File: config.mk
export PLATFORM = sky130hd
export DESIGN_NAME = proc_sequencer
export DESIGN_NICKNAME = d
export VERILOG_FILES = /design/src/rtl/proc_sequencer.sv
export SDC_FILE = /design/constraint.sdc
export NUM_CORES = 1
export LEC_CHECK = 0
export CAP_MARGIN = 30
export CORE_MARGIN = 3
export CORE_UTILIZATION = 47
export CTS_CLUSTER_DIAMETER = 100
export DETAILED_ROUTE_END_ITERATION = 10
export MAX_ROUTING_LAYER = met4
export PLACE_DENSITY = 0.9
export SLEW_MARGIN = 0
export SYNTH_ARGS = -nofsm -noshare
export SYNTH_HDL_FRONTEND = slang
export SYNTH_SLANG_ARGS = --single-unit
File: constraint.sdc
create_clock -name Clock -period 4.4 [get_ports Clock]
set_clock_uncertainty 0.15 [all_clocks]
set_input_delay 0.66 -clock Clock [delete_from_list [all_inputs] [get_ports Clock]]
set_output_delay 0.66 -clock Clock [all_outputs]
set_load 0.03 [all_outputs]
File: src/rtl/proc_sequencer.sv
// proc_sequencer
//
// Sequences a simple processor from a synchronous program ROM. Instructions
// are fetched one at a time and handed to the processor with a one-cycle Run
// strobe. An mvi instruction (opcode 3'b001) is followed by its immediate word
// on the next cycle. The sequencer then waits for Done before fetching the
// next instruction. Opcode 3'b111 halts the program. A processor that never
// raises Done causes an error after TIMEOUT wait cycles.
//
// Parameters
//   ADDR_W      program-memory address width (2**ADDR_W words)
//   TIMEOUT     maximum wait cycles for Done before Error (1..255)
//
// Ports
//   Clock       single clock, rising edge
//   Reset       synchronous, active-high reset
//   Start       one-cycle pulse, begins execution at StartAddr
//   StartAddr   first program address, sampled only when Start is accepted
//   MemData     ROM word, valid one cycle after MemAddr is presented
//   Done        processor completion flag
//   MemAddr     ROM address (the program counter)
//   DIN         instruction/immediate word driven to the processor
//   Run         processor start strobe
//   Busy        executing (FETCH/ISSUE/IMM/WAIT)
//   Halted      program reached a HALT instruction
//   Error       processor did not signal Done in time
//   InstrCount  instructions issued since the last accepted Start (saturates)

module proc_sequencer #(
  parameter int ADDR_W  = 5,
  parameter int TIMEOUT = 15
) (
  input  logic              Clock,
  input  logic              Reset,
  input  logic              Start,
  input  logic [ADDR_W-1:0] StartAddr,
  input  logic [8:0]        MemData,
  input  logic              Done,
  output logic [ADDR_W-1:0] MemAddr,
  output logic [8:0]        DIN,
  output logic              Run,
  output logic              Busy,
  output logic              Halted,
  output logic              Error,
  output logic [7:0]        InstrCount
);

  typedef enum logic [2:0] {
    IDLE,
    FETCH,
    ISSUE,
    IMM,
    WAIT,
    HALT,
    ERR
  } state_t;

  localparam logic [7:0] TIMEOUT_LIMIT = 8'(TIMEOUT);
  localparam logic [2:0] OP_MVI        = 3'b001;
  localparam logic [2:0] OP_HALT       = 3'b111;

  state_t            state;
  logic [ADDR_W-1:0] pc;
  logic [7:0]        waitCount;
  logic              isHaltOp;
  logic              isMviOp;

  // The ROM word on MemData belongs to the address presented in the previous
  // cycle, so in ISSUE it is the instruction fetched in FETCH and in IMM it is
  // the word following the mvi.
  assign isHaltOp = (MemData[8:6] == OP_HALT);
  assign isMviOp  = (MemData[8:6] == OP_MVI);

  // Main sequencing state machine. Reset wins over Start and Done. The PC is
  // advanced once in FETCH and once more for an mvi so that the immediate word
  // is skipped; both increments wrap naturally at the address width. The wait
  // counter is cleared on every entry to WAIT so each instruction gets its own
  // full timeout window, and Done on the last allowed WAIT cycle still counts.
  always_ff @(posedge Clock) begin
    if (Reset) begin
      state      <= IDLE;
      pc         <= '0;
      waitCount  <= '0;
      InstrCount <= '0;
    end else begin
      case (state)
        IDLE, HALT, ERR: begin
          if (Start) begin
            pc         <= StartAddr;
            InstrCount <= '0;
            state      <= FETCH;
          end
        end
        FETCH: begin
          pc    <= pc + 1'b1;
          state <= ISSUE;
        end
        ISSUE: begin
          if (isHaltOp) begin
            state <= HALT;
          end else begin
            if (InstrCount != 8'hFF) begin
              InstrCount <= InstrCount + 8'd1;
            end
            if (isMviOp) begin
              pc    <= pc + 1'b1;
              state <= IMM;
            end else begin
              waitCount <= '0;
              state     <= WAIT;
            end
          end
        end
        IMM: begin
          if (Done) begin
            state <= FETCH;
          end else begin
            waitCount <= '0;
            state     <= WAIT;
          end
        end
        WAIT: begin
          if (Done) begin
            state <= FETCH;
          end else if (waitCount == TIMEOUT_LIMIT) begin
            state <= ERR;
          end else begin
            waitCount <= waitCount + 8'd1;
          end
        end
        default: begin
          state <= IDLE;
        end
      endcase
    end
  end

  // Processor-facing outputs. Run and DIN follow the ROM word in the same
  // cycle it arrives, which keeps the Start-to-Run latency at two cycles.
  always_comb begin
    Run = 1'b0;
    DIN = '0;
    if (state == ISSUE && !isHaltOp) begin
      Run = 1'b1;
      DIN = MemData;
    end else if (state == IMM) begin
      DIN = MemData;
    end
  end

  // Status flags are plain decodes of the registered state.
  assign MemAddr = pc;
  assign Busy    = (state == FETCH) || (state == ISSUE) ||
                   (state == IMM)   || (state == WAIT);
  assign Halted  = (state == HALT);
  assign Error   = (state == ERR);

endmodule

======== Word level (Yosys, flattened, before mapping) ========
Cells that the tools add are included.
cells by class
  $add $sub $neg .......................... 3
  multiply operators ...................... 0
  divide/modulo/power cells ............... 0
  $lt $le $gt $ge ......................... 0
  equal/unequal tests ..................... 19
  shifts and indexed selects .............. 0
  muxes and demuxes ....................... 24
  bitwise gates (word level) .............. 0
  reductions and logical operators ........ 14
operators with widths
  kind                                                              number
  8-bit two-way mux                                                 8
  8-bit case mux with 3 select lines                                1
  3-bit two-way mux                                                 6
  9-bit two-way mux                                                 2
  8-bit by 1-bit adder with 8-bit output (second input constant)    2
  2-bit != test (second input constant)                             8
  8-bit case mux with 2 select lines                                1
  5-bit two-way mux                                                 3
  3-bit case mux with 5 select lines                                1
  5-bit case mux with 3 select lines                                1
  3-bit == test (second input constant)                             4
  8-bit by 4-bit == test with 1-bit output (second input constant)  1
  8-bit != test (second input constant)                             1
  4-bit AND reduction                                               2
  3-bit by 1-bit == test with 1-bit output (second input constant)  2
  3-bit by 2-bit == test with 1-bit output (second input constant)  2
  6-bit AND reduction                                               1
  3-bit nonzero test                                                2
  5-bit by 1-bit adder with 5-bit output (second input constant)    1
  3-bit logical NOT                                                 1
  1-bit logical OR                                                  3
  3-bit != test (second input constant)                             1
  3-bit OR reduction                                                1
  2-bit AND reduction                                               1
  4 further kinds                                                   4
word-level totals
  register bits ........................... 24
  latch bits .............................. 0
  memory bits (writable) .................. 0
  memory bits (read-only) ................. 0
  bits of input ports ..................... 18
  output and inout bits ................... 26
  logic and storage cells ................. 64
  memories ................................ 0

======== Longest topological paths before layout ========
Gate-level depths: netlist of run 1.
  word-level depth ........................ 4
  depth in mapped cells ................... 7
  gate-level depth less buffers ........... 6

======== Least setup slack after synthesis of run 1 ========
No wires, ideal clock.
  path type ............................... reg2out
  start ................................... register state[0]
  end ..................................... output DIN[0]
  arrival time ............................ 1.392 ns
  data required time ...................... 3.590 ns
  slack ................................... 2.198 ns
  stages on the path, launching flop included .. 6
  buffers on the path ..................... 2
  cells stage by stage .................... dfxtp_1 > buf_4 > clkbuf_1 > nor2_1 > nor2_1 > and2_1
between the ends
  longest elaborated chain between the ends .. 3
  elaborated cells between the ends (all ways) .. 5
  those cells by class .................... eq/ne: 2; mux: 2; reduce/logical: 1
ends and longest elaborated chain
  element                                                             line      text
  start: declaration                                                  62        state_t state;
  start signal: assignment                                            81        state <= IDLE;
  start signal: assignment                                            91        state <= FETCH;
  start signal: assignment                                            96        state <= ISSUE;
  3-bit by 2-bit == test with 1-bit output, on equally long branches  146, 143
  9-bit two-way mux or 1-bit logical AND (tied branches)              146, 143
  9-bit two-way mux (*)                                               143       if (state == ISSUE && !isHaltOp) begin
  end: declaration                                                    40        output logic [8:0] DIN,
Every way passes the cells marked *; elsewhere a longest branch is shown, timed or not.

======== Final worst setup path of run 1 ========
  start ................................... input MemData[8]
  end ..................................... output DIN[2]
between the ends
  longest elaborated chain between the ends .. 4
ends and longest elaborated chain
  element             line  text
  start: declaration  37    input logic [8:0] MemData,
  3-bit == test       71    assign isHaltOp = (MemData[8:6] == OP_HALT);
  1-bit logical NOT   143
  1-bit logical AND   143
  9-bit two-way mux   143
Every way passes these cells.

==> impl_metrics.tcl, run 1 <==
set metrics [dict create \
    outcome "finished clean" \
    grt_max_degree 21 \
    dr.first_iter.drc_count 95 \
    seqPwrFrac_pct 32.3 \
    gp_congestion 0.791 \
    track_usage_pct 19.8 \
    cts-buffers-inserted 3 \
    synth_seq_cells 24 \
    arrival_ps 2570 \
    crit_family "buffers and inverters" \
    cts_setup_buffers 0 \
    n_fill_cell 290 \
    period_share_pct 76.7 \
    crit_buf_inv 2 \
    cts_tree "yes" \
    top_layer_used "met4" \
    rsz0062_at_grt "false" \
    core_um2 3150 \
    io_buffers 43 \
    clkSinkCount 24 \
    p_sw_mw 0.497 \
    report.final.slew_viol_count 0 \
    ys_types 53 \
    post-place-ws_ps 1010 \
    cp_max_fo 9 \
    syn-num-nets 224 \
    clockBufferDepth 2 \
    finalPower_mw 1.04 \
    maxSlewHeadroom_pct 45.2 \
    reg2reg_slack_ps 2020 \
    cp.required_ps 3590 \
    cp_slowest_cell "clkdlybuf4s50_1" \
    ctsHoldBuffers 0 \
    ctsResizeCount 0 \
    clock.fmax_mhz 296 \
    ant_nets 0 \
    synthFlopType "dfxtp_1" \
    drive_above_1_share_pct 7.02 \
    swShare_pct 47.5 \
    netlist_area_um2 1590 \
    diodes 0 \
    rows 20 \
    hold_class "flip-flop to flip-flop" \
    cts-root-buf "clkbuf_4" \
    grt_pass1_vias 1464 \
    pwr_density_cell_nw_per_um2 505 \
    end_kind "primary output" \
    wl_met3_um 151 \
    reg2reg_depth 5 \
    synth-edff-count 0 \
    critPathCapture "DIN[2]" \
    reg2reg_from "state[0]$_SDFFE_PP0P_" \
    die-width_um 64.2 \
    dr.pass1.iters 6 \
    pwr-share-comb_pct 58.3 \
    final_core_util_pct 65.6 \
    critPathLaunch "MemData[8]" \
    vdd_ir_drop_max_mv 0.331 \
    syn_area_per_cell_um2 7.85 \
    leakage_nw 0.733 \
    synth-seq-area-share_pct 30.1 \
    die_area_um2 4130 \
    final_net_count 265 \
    finalHoldViolations 0 \
    grt_overflow 0 \
    path_depth 6 \
    synthArstFlopShare_pct 0 \
    critPathLaunchType "primary input" \
    critical_path.cell_chain "clkdlybuf4s50_1 -> nand3_1 -> nor2_1 -> nor2_1 -> and2_1 -> clkdlybuf4s50_1" \
    fin_crit_ps 3380 \
    p_int_mw 0.548 \
    setup_viol 0 \
    maxCapViolations 0 \
    htreeDepth 1 \
    finalSetupTns_ps 0 \
    clk_latency_ps 320 \
    routedWlPerCell_um 13.6 \
    dp_hpwl_um 2930 \
    die_height_um 64.2 \
    dr_wl_met2_um 1940 \
    vias_per_cell 5.71 \
    vias 1633 \
    antenna_found_initial 0 \
    grt_pass1_wl_um 6540 \
    drt-met1-wl_um 1780 \
    crit_type "primary input to primary output" \
    max_stage_delay_ps 700 \
    initial_core_util_pct 50.6 \
    yosys_warnings 0 \
    finalWirelength_um 3890 \
    drc_errors 0 \
    timing.rr.end "MemAddr[2]$_SDFFE_PP0P_" \
    power_frac_clock_pct 9.3 \
    clkSlewWorstSetupHoldPaths_ps 130 \
    worstMarginPinSlew_ps 820 \
    ios 44 \
    syn_to_final_growth_pct 29.7 \
    worst_slack_ps 1020 \
    synthCells 203 \
]
## cell usage after synthesis, types with 3 or more instances
cell       n  share of area (%)
a21o_1     4                1.9
a21oi_1   12                3.8
and2_1    10                3.9
and3b_1    3                1.6
clkbuf_1   4               0.94
dfxtp_1   24                 30
ha_1       3                2.4
inv_1      3               0.71
nand2_1   26                6.1
nand2b_1   6                2.4
nand3_1   11                3.5
nor2_1    19                4.5
nor2b_1    4                1.6
nor3_1     6                1.9
o21ai_0   12                3.8
o22a_1     5                2.7
or3_1      3                1.2
## routing by layer
metal	track usage, %	vias up
li1	-	822
met1	24.4	770
met2	33.2	37
met3	4.39	4
met4	4.22	0
met5	-	-
## state kept, by name (all words and copies together) (netlist names)
register and count:
state 3, InstrCount 8, MemAddr 5, waitCount 8
## layout by cell type (no fill, tap or decap), drive strengths merged, types with 3 or more instances in the layout
cell type,synthesis,layout
nand3,11,11
a21oi,13,13
nor3b,4,4
or3,3,3
dfxtp,24,24
a21o,4,4
nand2b,6,6
nor2,20,20
and3b,3,3
nor3,6,6
nand2,26,26
clkdlybuf4s50,0,43
nand4,3,3
ha,3,3
inv,3,3
and2,10,10
clkbuf,4,3
o22a,5,5
nor2b,4,4
o21ai,14,14
## power by group through the flow
stage	Combinational [mW]	Clock (mW)	Sequential [mW]
2_1_floorplan	0.433	0	0.337
3_3_place_gp	0.596	0	0.340
3_5_place_dp	0.605	0	0.341
4_1_cts	0.609	0.0991	0.337
5_1_grt	0.662	0.106	0.348
6_report	0.609	0.0974	0.338
## area by class of cell
type	instances	area (um^2)	area share [%]
clock buffer	3	22.5	1.09
inverter	3	11.3	0.545
multi-input combinational	169	1070	51.6
sequential	24	480	23.2
tap	44	55.1	2.66
timing repair buffer	43	430	20.8
## through the flow
step / area [um^2] / std cells / hold slack [ps]
floorplan: 1590 / 203 / 328
global placement: 2040 / 283 / 334
detailed placement: 2040 / 283 / 336
CTS: 2070 / 286 / 361
global route: 2070 / 286 / 392
finish: 2070 / 286 / 367
## worst min path at each step
stage                                   start                        end  slack, ps  cells after the start
finish                MemAddr[4]$_SDFFE_PP0P_    MemAddr[4]$_SDFFE_PP0P_        370                      2
CTS                   MemAddr[4]$_SDFFE_PP0P_    MemAddr[4]$_SDFFE_PP0P_        360                      2
global placement      MemAddr[4]$_SDFFE_PP0P_    MemAddr[4]$_SDFFE_PP0P_        330                      2
detailed placement    MemAddr[4]$_SDFFE_PP0P_    MemAddr[4]$_SDFFE_PP0P_        340                      2
global route          MemAddr[4]$_SDFFE_PP0P_    MemAddr[4]$_SDFFE_PP0P_        390                      2
floorplan           waitCount[0]$_SDFFE_PP0P_  waitCount[0]$_SDFFE_PP0P_        330                      1
## cells by family (layout without fill, tap and decap cells)
group	Yosys count	count (layout)	share of synthesized area (%)
AOI/OAI and AO/OA	55	55	25.3
xor gates and xnor gates	4	4	2.20
adders and majority gates	3	3	2.36
buffers and inverters	10	49	2.90
DFF	24	24	30.1
muxes	2	2	1.26
and+or+nand+nor	105	105	35.9
## tightest hold or removal path: cells and delay by family (launching register included)
kind               cells  cell delay, ps
DFF                    1             340
AOI/OAI and AO/OA      2             150
No activity file was read; power rests on OpenSTA's default activity.
==> inputs of run 2 (changes only) <==
clock period = 3.5 ns   (was 4.4 ns; I/O delays follow)
==> impl_metrics.tcl, run 2 (synthesis gave the netlist of run 1 again) <==
set metrics [dict create \
    post-place-ws_ps 431 \
    dr.first_iter.drc_count 113 \
    syn_to_final_growth_pct 31.1 \
    grt_pass1_vias 1578 \
    hold_class "flip-flop to flip-flop" \
    die_height_um 64.2 \
    ios 44 \
    maxCapViolations 0 \
    clockBufferDepth 2 \
    cts_tree "yes" \
    clock.fmax_mhz 324 \
    io_buffers 43 \
    reg2reg_depth 6 \
    ctsHoldBuffers 0 \
    p_int_mw 0.700 \
    end_kind "primary output" \
    holdWs_ps 368 \
    worst_slack_ps 417 \
    clkSlewWorstSetupHoldPaths_ps 120 \
    dp_cells 286 \
    period_share_pct 88.1 \
    dp_hpwl_um 2990 \
    critPathLaunchType "primary input" \
    dr.pass1.iters 4 \
    swShare_pct 47.3 \
    cp_max_fo 9 \
    gp_congestion 0.798 \
    diodes 0 \
    grt_overflow 0 \
    rsz0062_at_grt "false" \
    grt_pass1_wl_um 6850 \
    die_area_um2 4130 \
    final_net_count 268 \
    finalSetupTns_ps 0 \
    outcome "finished clean" \
    layout_commonest_cell "clkdlybuf4s50_1" \
    cp.required_ps 2820 \
    seqPwrFrac_pct 29.8 \
    finalWirelength_um 3930 \
    dpl_cell_area_um2 2070 \
    rows 20 \
    drc_errors 0 \
    pwr-share-comb_pct 61.1 \
    vias_per_cell 5.63 \
    vdd_ir_drop_max_mv 0.435 \
    n_fill_cell 290 \
    ctsResizeCount 0 \
    p_sw_mw 0.629 \
    finalHoldViolations 0 \
    timing.rr.end "MemAddr[2]$_SDFFE_PP0P_" \
    clk_latency_ps 310 \
    critPathLaunch "MemData[7]" \
    power_frac_clock_pct 9.0 \
    reg2reg_from "state[0]$_SDFFE_PP0P_" \
    report.final.slew_viol_count 0 \
    leakage_nw 0.748 \
    die-width_um 64.2 \
    cts_setup_buffers 0 \
    ant_nets 0 \
    maxSlewHeadroom_pct 67.1 \
    drive_above_1_share_pct 8.16 \
    final_cells 289 \
    cts-root-buf "clkbuf_4" \
    fin_crit_ps 3080 \
    initial_core_util_pct 50.6 \
    antenna_found_initial 0 \
    arrival_ps 2410 \
    track_usage_pct 20.7 \
    htreeDepth 1 \
    vias 1628 \
    pwr_density_cell_nw_per_um2 636 \
    critPathCapture "DIN[2]" \
    core_um2 3150 \
    setup_viol 0 \
    final_cell_mix "clkdlybuf4s50_1 (43), nand2_1 (26), dfxtp_1 (24)" \
    worstMarginPinSlew_ps 493 \
    routedWlPerCell_um 13.6 \
    clkSinkCount 24 \
    final_area_um2 2090 \
    crit_type "primary input to primary output" \
    reg2reg_slack_ps 1150 \
    cts-buffers-inserted 3 \
    grt_max_degree 21 \
]
run 2: changes by cell type in the layout (fill, tap and decap cells not counted):
cell	delta
buf_4	+3
run 2: layout make-up:
cell class                 count  area (um^2)  area share, %
multi-input combinational    169         1070           51.1
timing repair buffer          46          453           21.7
inverter                       3         11.3          0.539
clock buffer                   3         22.5           1.08
tap                           44         55.1           2.63
sequential                    24          480           23.0
run 2: power by group through the flow:
stage	clock network [mW]	logic [mW]	registers [mW]
2_1_floorplan	0	0.544	0.423
3_3_place_gp	0	0.789	0.400
3_5_place_dp	0	0.810	0.401
4_1_cts	0.126	0.815	0.395
5_1_grt	0.135	0.887	0.408
6_report	0.120	0.813	0.397
run 2: metal layers:
layer	global-route usage (%)	part of all wire, %	vias up
li1	-	-	825
met1	25.0	46	764
met2	36.0	50	35
met3	3.87	3.0	4
met4	4.22	0.82	0
met5	-	0	-
run 2: metrics by stage:
| stage | utilization [%] | total power [mW] |
|---|---|---|
| detailed placement | 65.6 | 1.21 |
| CTS | 66.3 | 1.34 |
| global placement | 65.6 | 1.19 |
| finish | 66.3 | 1.33 |
| floorplan | - | 0.968 |
| global route | 66.3 | 1.43 |
run 2: how the worst min path moves through the flow:
stage / from / end / slack [ps] / cells past startpoint
global route: MemAddr[4]$_SDFFE_PP0P_ / MemAddr[4]$_SDFFE_PP0P_ / 410 / 2
CTS: MemAddr[4]$_SDFFE_PP0P_ / MemAddr[4]$_SDFFE_PP0P_ / 370 / 2
global placement: MemAddr[4]$_SDFFE_PP0P_ / MemAddr[4]$_SDFFE_PP0P_ / 340 / 2
finish: MemAddr[4]$_SDFFE_PP0P_ / MemAddr[4]$_SDFFE_PP0P_ / 370 / 2
detailed placement: MemAddr[4]$_SDFFE_PP0P_ / MemAddr[4]$_SDFFE_PP0P_ / 350 / 2
floorplan: waitCount[0]$_SDFFE_PP0P_ / waitCount[0]$_SDFFE_PP0P_ / 330 / 1
run 2: worst max-delay path, stage by stage:
cell	delay (ps)
clkdlybuf4s50_1	470
nand3_1	160
nor2_1	50
nor2_1	310
and2_1	190
clkdlybuf4s50_1	690
